===== src/rtl/riscv_pkg.sv =====
// Shared definitions for the RV32I memory stage: funct3 access codes and
// the data-memory access FSM state type.
package riscv_pkg;

  localparam logic [2:0] F3_B  = 3'b000;
  localparam logic [2:0] F3_H  = 3'b001;
  localparam logic [2:0] F3_W  = 3'b010;
  localparam logic [2:0] F3_BU = 3'b100;
  localparam logic [2:0] F3_HU = 3'b101;

  typedef enum logic [1:0] {
    IDLE = 2'd0,
    WAIT = 2'd1,
    DONE = 2'd2
  } mem_state_t;

endpackage


===== src/rtl/mem_load_align.sv =====
// Load formatter: shifts the addressed byte/halfword down to bit 0 and
// sign- or zero-extends it according to funct3.
module mem_load_align
  import riscv_pkg::*;
(
  input  logic [31:0] word,
  input  logic [1:0]  byte_off,
  input  logic [2:0]  funct3,
  output logic [31:0] result
);

  logic [31:0] shifted;

  assign shifted = word >> {byte_off, 3'b000};

  always_comb begin
    result = shifted;
    case (funct3)
      F3_B:    result = {{24{shifted[7]}}, shifted[7:0]};
      F3_H:    result = {{16{shifted[15]}}, shifted[15:0]};
      F3_BU:   result = {24'h000000, shifted[7:0]};
      F3_HU:   result = {16'h0000, shifted[15:0]};
      default: result = shifted;
    endcase
  end

endmodule


===== src/rtl/mem_access_unit.sv =====
// Memory-stage data-memory access controller: request/ack handshake with a
// variable-latency memory, byte lanes, load formatting and pipeline stall.
module mem_access_unit
  import riscv_pkg::*;
#(
  parameter int ADDR_WIDTH = 32,
  parameter int DATA_WIDTH = 32
) (
  input  logic                  clk_i,
  input  logic                  rst_ni,
  input  logic                  LoadM_i,
  input  logic                  MemWriteM_i,
  input  logic [2:0]            Funct3M_i,
  input  logic [ADDR_WIDTH-1:0] ALUResultM_i,
  input  logic [DATA_WIDTH-1:0] WriteDataM_i,
  input  logic                  AdvanceM_i,
  output logic                  dmem_req_o,
  output logic                  dmem_we_o,
  output logic [ADDR_WIDTH-1:0] dmem_addr_o,
  output logic [3:0]            dmem_be_o,
  output logic [DATA_WIDTH-1:0] dmem_wdata_o,
  input  logic                  dmem_ack_i,
  input  logic [DATA_WIDTH-1:0] dmem_rdata_i,
  output logic [DATA_WIDTH-1:0] ReadDataM_o,
  output logic                  StallM_o,
  output logic                  AccessFaultM_o
);

  mem_state_t            state_reg, state_next;
  logic [DATA_WIDTH-1:0] hold_reg, hold_next;

  logic [1:0]            byte_off;
  logic [1:0]            size;
  logic                  access;
  logic                  is_store;
  logic                  f3_legal;
  logic                  misaligned;
  logic                  fault;
  logic                  valid_access;
  logic                  req_active;
  logic                  ack_eff;
  logic [DATA_WIDTH-1:0] load_fmt;

  assign byte_off = ALUResultM_i[1:0];
  assign size     = Funct3M_i[1:0];
  assign access   = LoadM_i | MemWriteM_i;
  assign is_store = MemWriteM_i;

  always_comb begin
    f3_legal = 1'b0;
    case (Funct3M_i)
      F3_B, F3_H, F3_W: f3_legal = 1'b1;
      F3_BU, F3_HU:     f3_legal = ~is_store;
      default:          f3_legal = 1'b0;
    endcase
  end

  assign misaligned   = ((size == 2'b01) & byte_off[0]) |
                        ((size == 2'b10) & (byte_off != 2'b00));
  assign fault        = access & (~f3_legal | misaligned);
  assign valid_access = access & ~fault;

  // WAIT keeps requesting unconditionally: the frozen pipeline register holds the access.
  assign req_active = (state_reg == WAIT) | ((state_reg == IDLE) & valid_access);
  assign ack_eff    = rst_ni & req_active & dmem_ack_i;

  assign dmem_req_o     = rst_ni & req_active;
  assign StallM_o       = rst_ni & req_active & ~dmem_ack_i;
  assign AccessFaultM_o = fault;
  assign dmem_we_o      = is_store;
  assign dmem_addr_o    = {ALUResultM_i[ADDR_WIDTH-1:2], 2'b00};

  always_comb begin
    dmem_be_o = 4'b0000;
    case (size)
      2'b00:   dmem_be_o = 4'b0001 << byte_off;
      2'b01:   dmem_be_o = 4'b0011 << byte_off;
      2'b10:   dmem_be_o = 4'b1111;
      default: dmem_be_o = 4'b0000;
    endcase
  end

  // Each lane picks byte 0 (SB), byte gi%2 (SH) or its own byte (SW).
  genvar gi;
  generate
    for (gi = 0; gi < 4; gi++) begin : g_lane
      assign dmem_wdata_o[8*gi +: 8] =
        (size == 2'b00) ? WriteDataM_i[7:0] :
        (size == 2'b01) ? WriteDataM_i[8*(gi%2) +: 8] :
                          WriteDataM_i[8*gi +: 8];
    end
  endgenerate

  mem_load_align u_load_align (
    .word     (dmem_rdata_i),
    .byte_off (byte_off),
    .funct3   (Funct3M_i),
    .result   (load_fmt)
  );

  always_comb begin
    state_next = state_reg;
    hold_next  = hold_reg;
    if (ack_eff) begin
      hold_next = load_fmt;
    end
    case (state_reg)
      IDLE: begin
        if (req_active) begin
          if (dmem_ack_i) state_next = AdvanceM_i ? IDLE : DONE;
          else            state_next = WAIT;
        end
      end
      WAIT: begin
        if (dmem_ack_i) state_next = AdvanceM_i ? IDLE : DONE;
      end
      DONE: begin
        if (AdvanceM_i) state_next = IDLE;
      end
      default: state_next = IDLE;
    endcase
  end

  always_ff @(posedge clk_i or negedge rst_ni) begin
    if (!rst_ni) begin
      state_reg <= IDLE;
      hold_reg  <= '0;
    end else begin
      state_reg <= state_next;
      hold_reg  <= hold_next;
    end
  end

  always_comb begin
    ReadDataM_o = '0;
    if (ack_eff)                ReadDataM_o = load_fmt;
    else if (state_reg == DONE) ReadDataM_o = hold_reg;
  end

endmodule


===== config.mk =====
export PLATFORM = sky130hd
export DESIGN_NAME = mem_access_unit
export DESIGN_NICKNAME = d
export VERILOG_FILES = /design/src/rtl/riscv_pkg.sv /design/src/rtl/mem_load_align.sv /design/src/rtl/mem_access_unit.sv
export SDC_FILE = /design/constraint.sdc
export NUM_CORES = 1
export LEC_CHECK = 0
export CORE_AREA = 2 2 94 115
export DETAILED_ROUTE_END_ITERATION = 7
export DIE_AREA = 0 0 96 117
export GPL_ROUTABILITY_DRIVEN = 0
export MAX_ROUTING_LAYER = met4
export PLACE_DENSITY = 0.77
export RECOVER_POWER = 100
export SLEW_MARGIN = 20
export SYNTH_ARGS = -nofsm -noshare
export SYNTH_HDL_FRONTEND = slang
export SYNTH_HIERARCHICAL = 1
export SYNTH_SLANG_ARGS = --single-unit
export TNS_END_PERCENT = 10

===== constraint.sdc =====
create_clock -name clk_i -period 2.2 [get_ports clk_i]
set_clock_uncertainty 0.05 [all_clocks]
set_input_delay 0.44 -clock clk_i [delete_from_list [all_inputs] [get_ports clk_i]]
set_output_delay 0.44 -clock clk_i [all_outputs]
set_load 0.05 [all_outputs]

# Word level (Yosys, flattened, before mapping)
# Index checks and enable logic that the tools add are counted.
# classes
bitwise	16
mux	16
reduce_logical	7
shifts	3
n_div	0
n_lt_le_gt_ge	0
n_eq_ne	11
multipliers	0
add_sub_neg	0
# op_table
cell	count
$pmux 32 s4	1
$mux 32	2
$mux 8	5
$shr 32x5->32	1
$pmux 4 s3	1
$mux 2	5
$and 1x1->1	8
$eq 3x3->1 const B	2
$ne 2x2->1 const B	3
$pmux 2 s3	1
$eq 2x1->1 const B	2
$eq 2x2->1 const B	2
$logic_not 2->1	2
$not 1->1	4
$or 1x1->1	4
$shl 1x2->4 const A	1
$shl 2x2->4 const A	1
$eq 3x1->1 const B	1
$eq 3x2->1 const B	1
$logic_not 3->1	1
$reduce_and 3->1	1
$reduce_or 3->1	1
$pmux 1 s2	1
$reduce_bool 2->1	1
$reduce_or 2->1	1
# totals
latch_bits	0
ff_bits	34
memories	0
mem_bits_rw	0
romBits	0

# Longest topological paths before layout
# Gate-level depths: netlist (run 1).
# logic_depth
depth_word	13
mapped_depth	8
depth_no_buf	6

# Modules after synthesis
# Netlist (run 1), hierarchy kept.
# modules_own_cells
module	n_inst	cells_per_inst	area_per_inst_um2
mem_access_unit	1	332	2680.1
mem_load_align	1	107	694.4

# Worst setup path before layout (run 1)
# Ideal clock, no wire load.
# synth_path
path_type	input to output
start	input port Funct3M_i[0]
end	output port StallM_o
arrival_time_ps	2794
stages	5
slack_ps	-1084
path_buffers	2
required_time_ps	1710
path_cell_list	buf_2 -> or4_4 -> a311o_1 -> buf_2 -> nor3b_1
# synth_via
elab_chain_len	12
# synth_lines
item	line	rtl
from (decl)	mem_access_unit.sv:13	input logic [2:0] Funct3M_i,
$eq 3x2->1, or another cell as far along	mem_access_unit.sv:51	case (Funct3M_i)
$reduce_or 3->1 / $reduce_or 2->1 (equally long branches)	mem_access_unit.sv:51	
$pmux 1 s2	mem_access_unit.sv:51	
$not 1->1	mem_access_unit.sv:60	assign fault = access & (~f3_legal | misaligned);
$or 1x1->1 (*)	mem_access_unit.sv:60	
$and 1x1->1 (*)	mem_access_unit.sv:60	
$not 1->1 (*)	mem_access_unit.sv:61	assign valid_access = access & ~fault;
$and 1x1->1 (*)	mem_access_unit.sv:61	
$and 1x1->1 (*)	mem_access_unit.sv:64	assign req_active = (state_reg == WAIT) | ((state_reg == IDLE) & valid_access);
$or 1x1->1 (*)	mem_access_unit.sv:64	
$and 1x1->1 (*) (2 in series)	mem_access_unit.sv:68	assign StallM_o = rst_ni & req_active & ~dmem_ack_i;
to (decl)	mem_access_unit.sv:25	output logic StallM_o,
# Every way passes the cells marked *; elsewhere a longest branch is shown, timed or not.

# Worst setup path after layout (run 1)
# Same ends and word-level chain as after synthesis.

==> results, run 1 <==
- The flow ran to the end, but the final reports show violations.
- The final reports fail on setup timing.
- The height of the die is around 120 µm.
- The critical path class is primary input to output pin.
- dfrtp_1 takes more of the synthesized area than any other cell.
- The combined area of all synthesized cells is 3370 µm².
- The count of pins on the block boundary is 209.
- The via count of the first global-routing pass is 4099.
- In the synthesized netlist the async set-or-reset flop fraction comes to 100%.
- The count of buffers inserted at the top-level ports is 146.
- The TritonCTS clock tree is done.
- Counting distinct cell types in the post-synthesis netlist gives 35.
- For the worst setup path, the data arrival time is 2170 ps.
- STA classifies the critical path endpoint as an output pin.
- In the global route stage, overall resource usage came out at 24.2%.
- The fraction of layout instances using a drive strength above 1 is a little under half.
- The highest achievable clock rate is around 380 MHz.
- The initial core utilization is 33.1%.
- Max-cap violations in this run came to 0.
- The static power due to leakage is ~2.7 nW.
- The synthesized design contains 0 enable-type register cells.
- Fill cells in the final layout number around 730.
- The flip-flop count of the largest register, all copies and words added is 32.
- The most common cell in the netlist is nand2_1.
- The main flop type after synthesis is dfrtp_1.
- Counting every instance in the synthesized netlist gives 439.
- The root buffer cell chosen for the clock tree is clkbuf_16.
- The average size of a mapped cell is 7.69 µm².
- The number of storage elements in the synthesis netlist is 34.
- The average wire per standard cell is 18.6 µm.
- For this block, the via count after detailed routing is 3929.
- After clock tree synthesis, the clock-pin slew on the worst setup and hold paths is 60 ps.
- The largest fanout on the critical path is 6.
- Setup violations remaining at the end of the flow were counted as 34.
- The count of nets after finishing is between 600 and 700.
- The startpoint kind of the worst setup timing path is a primary input.
- Setup slack on the critical path of the routed design comes to -462 ps.
- The final worst hold slack is 131 ps.
- The number of CTS-inserted buffers is 5.
- The maximum number of pins on one net before global-route repair is 39.
- In this run the critical register-to-register path is launched from state_reg[0].
- After the first detailed-routing iteration, the DRC count stood at 309.
- The worst supply voltage drop on vdd is 352 µV.
- For the worst-skew pair, the clock arrives at the later sink with an insertion delay of a little under 300 ps.
- The H-tree was split into 2 levels.
- After layout, the minimum clock period comes to between 2000 and 3000 ps.
- The standard cell core area is around 10000 µm².
- Ranked by total cell area, the synthesized netlist is headed by dfrtp_1, nand2_1, buf_4.
- The count of nets left with antenna violations once routing finished came out at 0.
- The top cell type by area accounts for 25.2% of the synthesized area.
- The design draws between 3 and 4 mW.
- The die covers 11200 µm².
- The number of antenna violations at the first check in global routing came to 1.
- The global-route wire length before repair is slightly above 20000 µm.
- The number of cells on the worst reg-to-reg path is 7.
- Cells fill 62.7% of the core in the end.
- Setup repair after global routing could not meet its margin everywhere.
- The setup check on the worst reg-to-reg path leaves a slack of around 220 ps.
- After layout, the worst path uses 121% of the clock period.
- The tightest min-delay check is of the primary input to async pin type.
- Of the synthesized area, sequential elements account for 25.2%.
- Once detailed placement completed, the half-perimeter wirelength came to 9280 µm.
- After detailed routing, the number of remaining DRC violations is 0.
- The tree built by TritonCTS fans out to 34 sinks.
- The first-pass detailed-route iteration total is 6.
- The warning count from the yosys run is 6.
- The final hold violation count is 0.
- The endpoint identified for the worst register-to-register timing path is hold_reg[8].
- The power density of the placed cells is 545 nW/µm².
- After synthesis, the most frequently instantiated cells are nand2_1, o21ai_0, buf_4.
- The worst setup path endpoint is StallM_o.
- The total wirelength of the detailed-routed design is roughly 14000 µm.
- Using the TritonRoute via totals, the vias-per-cell ratio works out to 5.42.
- The clock passes through at most 2 buffers.
- The floorplan step set the die width to 96 µm.
- The required time at the endpoint of the critical path is roughly 1700 ps.
- The layout overhead on the synthesized area is 89.7%.
- The sum of overflow across all layers after global routing is 0.
- Tracing the worst setup path back leads to its startpoint at Funct3M_i[0].
- The max-slew violation total from the final report is 0.
- In this run the core area contains ~40 standard-cell rows.
[worst max-delay path: stages]
cell and delay, ps:
buf_6 100, or4_4 540, a311o_2 470, buf_8 200
nor3b_4 240, buf_12 170
[layout by cell type, fill, tap and decap left out, types with 12 or more instances in the layout]
master / count
buf_4: 75
clkdlybuf4s50_1: 56
dfrtp_1: 34
nand2_1: 102
o22ai_1: 12
mux2_2: 17
a211oi_1: 14
mux2i_1: 28
nand2_2: 21
nor2_1: 19
o22ai_2: 20
buf_12: 65
o21ai_4: 32
[through the flow]
stage	instance area, µm²	TNS [ps]	setup WS [ps]	std cells
6_report	6400	-13630	-462	725
4_1_cts	6170	-14880	-476	715
3_5_place_dp	5850	-42910	-724	695
2_1_floorplan	3730	-9900	-331	440
3_3_place_gp	5850	-41130	-721	695
5_1_grt	6400	-15240	-506	725
[what timing repair did]
| item | CTS | global route |
|---|---|---|
| pin swaps | 11 | 27 |
| hold buffers | 0 | 0 |
| setup endpoints to repair | 95 | 56 |
| setup buffers | 11 | 7 |
| cloned | 1 | 2 |
| resized for setup | 36 | 49 |
[layer usage]
metal | wire [µm] | global-route usage (%) | vias up
met5 | 0 | - | -
met4 | 478 | 10.4 | 0
met3 | 860 | 4.74 | 48
met2 | 7180 | 41.1 | 227
met1 | 5000 | 27.7 | 1867
li1 | - | - | 1787
[report_power, final]
| part | switching, mW | internal, mW |
|---|---|---|
| clock network | 0.280 | 0.449 |
| registers | 0.0957 | 0.786 |
| logic | 1.03 | 0.847 |
[worst min-delay path by stage]
stage	cells after the start	from	end
after global routing	2	rst_ni	hold_reg[8]
after CTS	2	rst_ni	hold_reg[8]
after detailed placement	2	rst_ni	hold_reg[8]
after floorplan	0	rst_ni	hold_reg[0]
after global placement	2	rst_ni	hold_reg[9]
final	2	rst_ni	hold_reg[9]
[cell families after synthesis]
kind of cell | share of synthesized area, %
buffers and inverters | 15.1
and+or+nand+nor | 20.4
other | 0.111
DFF | 25.2
AOI/OAI and AO/OA | 24.6
muxes | 14.6
[final cells by class]
class                      count  area (µm²)  share of cell area (%)
timing repair buffer         223        2730                    42.7
multi-input combinational    327        2500                    39.0
sequential                    34         851                    13.3
tap                          129         161                    2.52
clock buffer                   7         143                    2.23
inverter                       3        11.3                   0.176
clock inverter                 1        5.00                  0.0782
antenna                        1        2.50                  0.0391
(Power assumes the default switching activity.)
==> inputs of run 2 (changes only) <==
--- a/config.mk
+++ b/config.mk
@@ -6,6 +6,7 @@
 export NUM_CORES = 1
 export LEC_CHECK = 0
 export CORE_AREA = 2 2 94 115
+export CTS_CLUSTER_DIAMETER = 120
 export DETAILED_ROUTE_END_ITERATION = 7
 export DIE_AREA = 0 0 96 117
 export GPL_ROUTABILITY_DRIVEN = 0
==> results of run 2 <==
No change in the layout: final DEF, timing and power equal those of run 1.
